## src/rtl/gpio_in_filter.sv

```systemverilog
`timescale 1ns/1ps
`default_nettype none
// ============================================================================
//  Module   : gpio_in_filter
//  Purpose  : Synchronises and debounces raw GPIO pad inputs. Each bit has its
//             own mismatch counter and its own sticky change flag. The flags
//             are combined with a per-bit mask into a single interrupt line.
//  Revision : 1.0  initial release
// ----------------------------------------------------------------------------
//  Ports
//    clk        in   1           single clock, rising edge
//    rst        in   1           asynchronous, active-low reset
//    pad_in     in   DATA_WIDTH  raw, asynchronous external pins
//    clr_en     in   1           flag-clear write strobe
//    clr_mask   in   DATA_WIDTH  write-1-to-clear mask, used when clr_en=1
//    irq_mask   in   DATA_WIDTH  per-bit interrupt enable
//    gpio_in_db out  DATA_WIDTH  debounced level (registered)
//    edge_flags out  DATA_WIDTH  sticky per-bit change flags (registered)
//    irq        out  1           OR of (edge_flags AND irq_mask), combinational
// ============================================================================
module gpio_in_filter #(
  parameter int DATA_WIDTH      = 8,
  parameter int DEBOUNCE_CYCLES = 4   // legal range 1..255
) (
  input  logic                  clk,
  input  logic                  rst,
  input  logic [DATA_WIDTH-1:0] pad_in,
  input  logic                  clr_en,
  input  logic [DATA_WIDTH-1:0] clr_mask,
  input  logic [DATA_WIDTH-1:0] irq_mask,
  output logic [DATA_WIDTH-1:0] gpio_in_db,
  output logic [DATA_WIDTH-1:0] edge_flags,
  output logic                  irq
);

  // Counter only has to reach DEBOUNCE_CYCLES-1, but is sized from
  // DEBOUNCE_CYCLES+1 so it never collapses to zero width.
  localparam int c_cnt_w_raw = $clog2(DEBOUNCE_CYCLES + 1);
  localparam int c_cnt_w     = (c_cnt_w_raw < 1) ? 1 : c_cnt_w_raw;

  localparam logic [c_cnt_w-1:0] c_cnt_max = c_cnt_w'(DEBOUNCE_CYCLES - 1);
  localparam logic [c_cnt_w-1:0] c_cnt_one = c_cnt_w'(1);

  // --------------------------------------------------------------------------
  // State
  // --------------------------------------------------------------------------
  logic [DATA_WIDTH-1:0]              sync1_q, sync1_d;
  logic [DATA_WIDTH-1:0]              sync2_q, sync2_d;
  logic [DATA_WIDTH-1:0][c_cnt_w-1:0] cnt_q,   cnt_d;
  logic [DATA_WIDTH-1:0]              db_q,    db_d;
  logic [DATA_WIDTH-1:0]              flags_q, flags_d;

  // Combinational helpers
  logic [DATA_WIDTH-1:0]              db_change;
  logic [DATA_WIDTH-1:0]              clr_vec;

  // --------------------------------------------------------------------------
  // Next-state logic
  // --------------------------------------------------------------------------
  always_comb begin
    sync1_d   = pad_in;
    sync2_d   = sync1_q;
    cnt_d     = cnt_q;
    db_d      = db_q;
    db_change = '0;
    clr_vec   = '0;
    flags_d   = flags_q;

    for (int i = 0; i < DATA_WIDTH; i++) begin
      if (sync2_q[i] == db_q[i]) begin
        // Input agrees with the accepted level: any partial count is dropped,
        // which is what rejects short glitches.
        cnt_d[i] = '0;
      end else if (cnt_q[i] >= c_cnt_max) begin
        // Final mismatch cycle: accept the new level and restart counting.
        db_d[i]  = sync2_q[i];
        cnt_d[i] = '0;
      end else begin
        cnt_d[i] = cnt_q[i] + c_cnt_one;
      end
    end

    db_change = db_d ^ db_q;

    if (clr_en) begin
      clr_vec = clr_mask;
    end

    // Set is OR-ed in after the clear so a simultaneous change wins.
    flags_d = (flags_q & ~clr_vec) | db_change;
  end

  // --------------------------------------------------------------------------
  // Registers
  // --------------------------------------------------------------------------
  always_ff @(posedge clk or negedge rst) begin
    if (!rst) begin
      sync1_q <= '0;
      sync2_q <= '0;
      cnt_q   <= '0;
      db_q    <= '0;
      flags_q <= '0;
    end else begin
      sync1_q <= sync1_d;
      sync2_q <= sync2_d;
      cnt_q   <= cnt_d;
      db_q    <= db_d;
      flags_q <= flags_d;
    end
  end

  // --------------------------------------------------------------------------
  // Outputs
  // --------------------------------------------------------------------------
  assign gpio_in_db = db_q;
  assign edge_flags = flags_q;
  assign irq        = |(flags_q & irq_mask);

endmodule

`default_nettype wire

```

## config.mk

```make
export PLATFORM = sky130hd
export DESIGN_NAME = gpio_in_filter
export DESIGN_NICKNAME = d
export VERILOG_FILES = /design/src/rtl/gpio_in_filter.sv
export SDC_FILE = /design/constraint.sdc
export NUM_CORES = 1
export LEC_CHECK = 0
export CAP_MARGIN = 20
export CORE_MARGIN = 4
export CORE_UTILIZATION = 54
export DETAILED_ROUTE_END_ITERATION = 6
export PLACE_DENSITY = 0.9
export SYNTH_ARGS = -nofsm -noshare
export SYNTH_HDL_FRONTEND = slang
export SYNTH_SLANG_ARGS = --single-unit
```

## constraint.sdc

```tcl
create_clock -name clk -period 3.76 [get_ports clk]
set_input_delay 0.752 -clock clk [delete_from_list [all_inputs] [get_ports clk]]
set_output_delay 0.752 -clock clk [all_outputs]
set_load 0.02 [all_outputs]
```

# Word level (Yosys, flattened, before mapping)

Index checks and enable logic that the tools add are counted.

Add/sub/neg operators: 8
Magnitude comparators: 8
Equality and inequality tests: 8
Multiplexer cells: 33
Bitwise gates (word level): 5
Reduce and logical (&&, ||, !) cells: 1

Operator list:

| operator              | count |
|---|---|
| $mux W3               | 16 |
| $add A3 B1 Y3 const B | 8 |
| $ge A3 B2 Y1 const B  | 8 |
| $and A8 B8 Y8         | 2 |
| $mux W1               | 16 |
| $eq A1 B1 Y1          | 8 |
| $mux W8               | 1 |
| $not A8 Y8            | 1 |
| $or A8 B8 Y8          | 1 |
| $reduce_or A8 Y1      | 1 |
| $xor A8 B8 Y8         | 1 |

Bits in registers: 56
Input port bits: 27
Output and inout bits: 17

# Depth between registers and ports, before layout

Depth after elaboration: 5
Gate-level depth with buffers: 4

# Least setup slack after synthesis

Ideal clock, no wire load.

Path type: input port to output port
Start: input port irq_mask[2]
End: output port irq
Data arrival time: 1.160 ns
Path slack: 1.848 ns
Stages: 2
Buffers on the path: 0
Path through: a22oi_1 > nand4_1

Longest elaborated chain between the ends: 2

RTL lines:

| item             | line | source |
|---|---|---|
| from (decl)      | 30   | `input logic [DATA_WIDTH-1:0] irq_mask,` |
| $and A8 B8 Y8    | 117  | `assign irq = \|(flags_q & irq_mask);` |
| $reduce_or A8 Y1 | 117  |  |
| to (decl)        | 33   | `output logic irq` |

No other way between the ends.

# Final worst setup path

Ends and elaborated chain as after synthesis.

==> reports/results.ini <==
[floorplan]
die-width_um = 72.2
core_area_um2 = 4000
ios = 44
initial_core_util_pct = 55.6
dieArea_um2 = 5210
die_h_um = 72.2
rows = 23

[clock_network]
cts_resized = 0
h-tree-depth = 2
cts_sinks = 56
clk_path_buf_depth = 2
clk_pin_slew_ns = 0.08
post_cts_buffers = 0
cts_inserted_buffers = 5
cts_tree = done
cts_root_buf = clkbuf_8
cts_hold_buf = 0
clk_latency_ns = 0.30

[final_layout]
design_area_um2 = 2820
layout-drive-gt1-share_pct = 7.80
syn2layout_area_growth_pct = 26.7
final_net_count = 247
n_antenna_cell = 0

[logic_synthesis]
synth_top_area_share_pct = 63.1
ys_seq_area_share_pct = 63.1
ys_ff_latch = 56
synth_area_leaders = dfrtp_1 (63%), ha_1 (9.0%), o2bb2ai_1 (3.2%)
yosysWarnings = 0
synthCells = 154
yosysUniqueCellTypes = 18
synth_top_flop_cell = dfrtp_1
avgSynthCellArea_um2 = 14.4
synthArstFlopShare_pct = 100
synth_edf_count = 0
syn_nets = 197
yosys.area.top_type = dfrtp_1
syn-cell-area_um2 = 2220

[detailed_routing]
drt_iter0_drc = 28
dr_total_vias = 1403
firstDrtPassIters = 4
drc = 0
drt.antenna.violating_nets = 0
wire_per_inst_um = 17.0
viasPerCell = 5.50
totalWireLength_mm = 4.33

[worst_setup_path]
reg2reg_to = gpio_in_db[4]
reg2reg_slack_ns = 2.11
slowest_stage = clkdlybuf4s50_1
cp_top_family = buffers and inverters
worstReg2RegStart = cnt_q[12]
path_max_fanout = 1
cp_num_buf_inv = 2
cpPeakStageDelay_ns = 0.57
end_kind = output pin
path_common_cell = clkdlybuf4s50_1
cp_cell_sequence = clkdlybuf4s50_1 > a22oi_1 > nand4_1 > clkdlybuf4s50_1
crit_arrival_ns = 2.18
critPathKind = in -> out
r2r_cells = 4
cp.required_ns = 3.01
start_kind = input pin

[sta]
slew_viol_final = 0
finalSetupViolCount = 0
slew_headroom_pct = 68.5
skew_ns = 0.00756
finalSetupTns_ns = 0
fmax_mhz = 341
fin_crit_ns = 2.93
finalHoldViolations = 0
worst_slew_pin_slew_ns = 0.473
final.period_utilization_pct = 77.9
rsz0062_at_grt = no
hold-worst-slack_ns = 0.356

[placement]
place_congestion = 0.738
place_area_um2 = 2710
io_buffers = 43
dpl.hpwl_mm = 3.28

[global_routing]
grt-ovfl-total = 0
grt_max_degree = 57
grt_pass1_wl_mm = 7.05
antenna_found_initial = 0
grt_usage_pct = 17.7
grt_pass1_vias = 1621

[pwr]
power.density_nw_per_um2 = 740
ir_drop_mv = 0.452
p_leak_uw = 0.00126

[hold_path]
hold_start = sync1_q[4]
min_to = sync2_q[4]
min_path_cells = 0
hp-class = reg -> reg

[flow_run]
max_cap_viol_count = 0

[run_status]
status = finished, final reports clean

==> metrics by stage <==
step / util [%] / worst slack (ns) / power, uW / cells
global placement: 67.7 / 0.895 / 1680 / 246
finish: 70.4 / 0.831 / 2080 / 255
CTS: 69.9 / 0.835 / 2100 / 254
global route: 70.4 / 0.755 / 2210 / 255
floorplan: - / 1.85 / 1420 / 154
detailed placement: 67.7 / 0.840 / 1770 / 246
==> cells by family (layout without fill, tap and decap cells) <==
kind of cell | Yosys count | in the layout | synth area share (%)
flops | 56 | 56 | 63.1
simple gates | 33 | 33 | 8.84
compound gates | 24 | 24 | 9.68
fa+ha+maj | 16 | 16 | 9.01
buf+inv | 9 | 60 | 1.52
xor+xnor | 8 | 8 | 3.15
mux | 8 | 8 | 4.73
==> layout make-up <==
class | count | area, um^2
tap | 50 | 62.6
multi-input combinational | 89 | 787
inverter | 8 | 30.0
clock buffer | 8 | 90.1
sequential | 56 | 1400
fill | 257 | 1180
timing repair buffer | 44 | 445
==> cells in the mapped netlist (8+ instances only) <==
| cell type | count |
|---|---|
| nor3_1 | 8 |
| nand2_1 | 8 |
| ha_1 | 16 |
| dfrtp_1 | 56 |
| inv_1 | 8 |
| nor3b_1 | 8 |
| xnor2_1 | 8 |
| o2bb2ai_1 | 8 |
==> worst register-to-register path: stages, from the launching register on <==
cell and delay, ns:
dfrtp_1 0.42, ha_1 0.23, ha_1 0.21, a211oi_2 0.32, mux2_1 0.36
==> layout by cell type (no fill, tap or decap) <==
cell / instances
a211oi_2: 4
mux2_1: 4
clkbuf_8: 6
buf_12: 1
xnor2_1: 8
nor3_1: 8
buf_2: 1
a211oi_1: 4
and3b_1: 4
clkdlybuf4s50_1: 42
nor4_1: 4
dfrtp_1: 56
a211o_1: 4
ha_1: 16
o2bb2ai_1: 8
clkbuf_1: 2
mux2_4: 4
inv_1: 8
nor3b_1: 8
a22oi_1: 4
nand2_1: 8
nand4_1: 1
==> sequential cells by signal, summed over array words and instances, names as in the netlist <==
| register | count |
|---|---|
| gpio_in_db | 8 |
| sync2_q | 8 |
| edge_flags | 8 |
| cnt_q | 24 |
| sync1_q | 8 |
==> where the power goes <==
| group | switching (uW) | internal (uW) |
|---|---|---|
| sequential | 163 | 777 |
| combinational | 387 | 431 |
| clock | 175 | 151 |
==> routing by layer <==
metal	global-route usage, %	share of wire [%]
met1	18.4	37
met2	33.9	58
met3	5.26	3.9
met4	5.22	1.4
met5	0	0
==> how the worst max path moves through the flow <==
stage	depth (start not counted)	slack, ns	from	endpoint
floorplan	2	1.85	irq_mask[2]	irq
global placement	4	0.89	irq_mask[4]	irq
detailed placement	4	0.84	irq_mask[2]	irq
CTS	4	0.83	irq_mask[2]	irq
global route	4	0.76	irq_mask[2]	irq
finish	4	0.83	irq_mask[2]	irq
(Power assumes the default switching activity.)
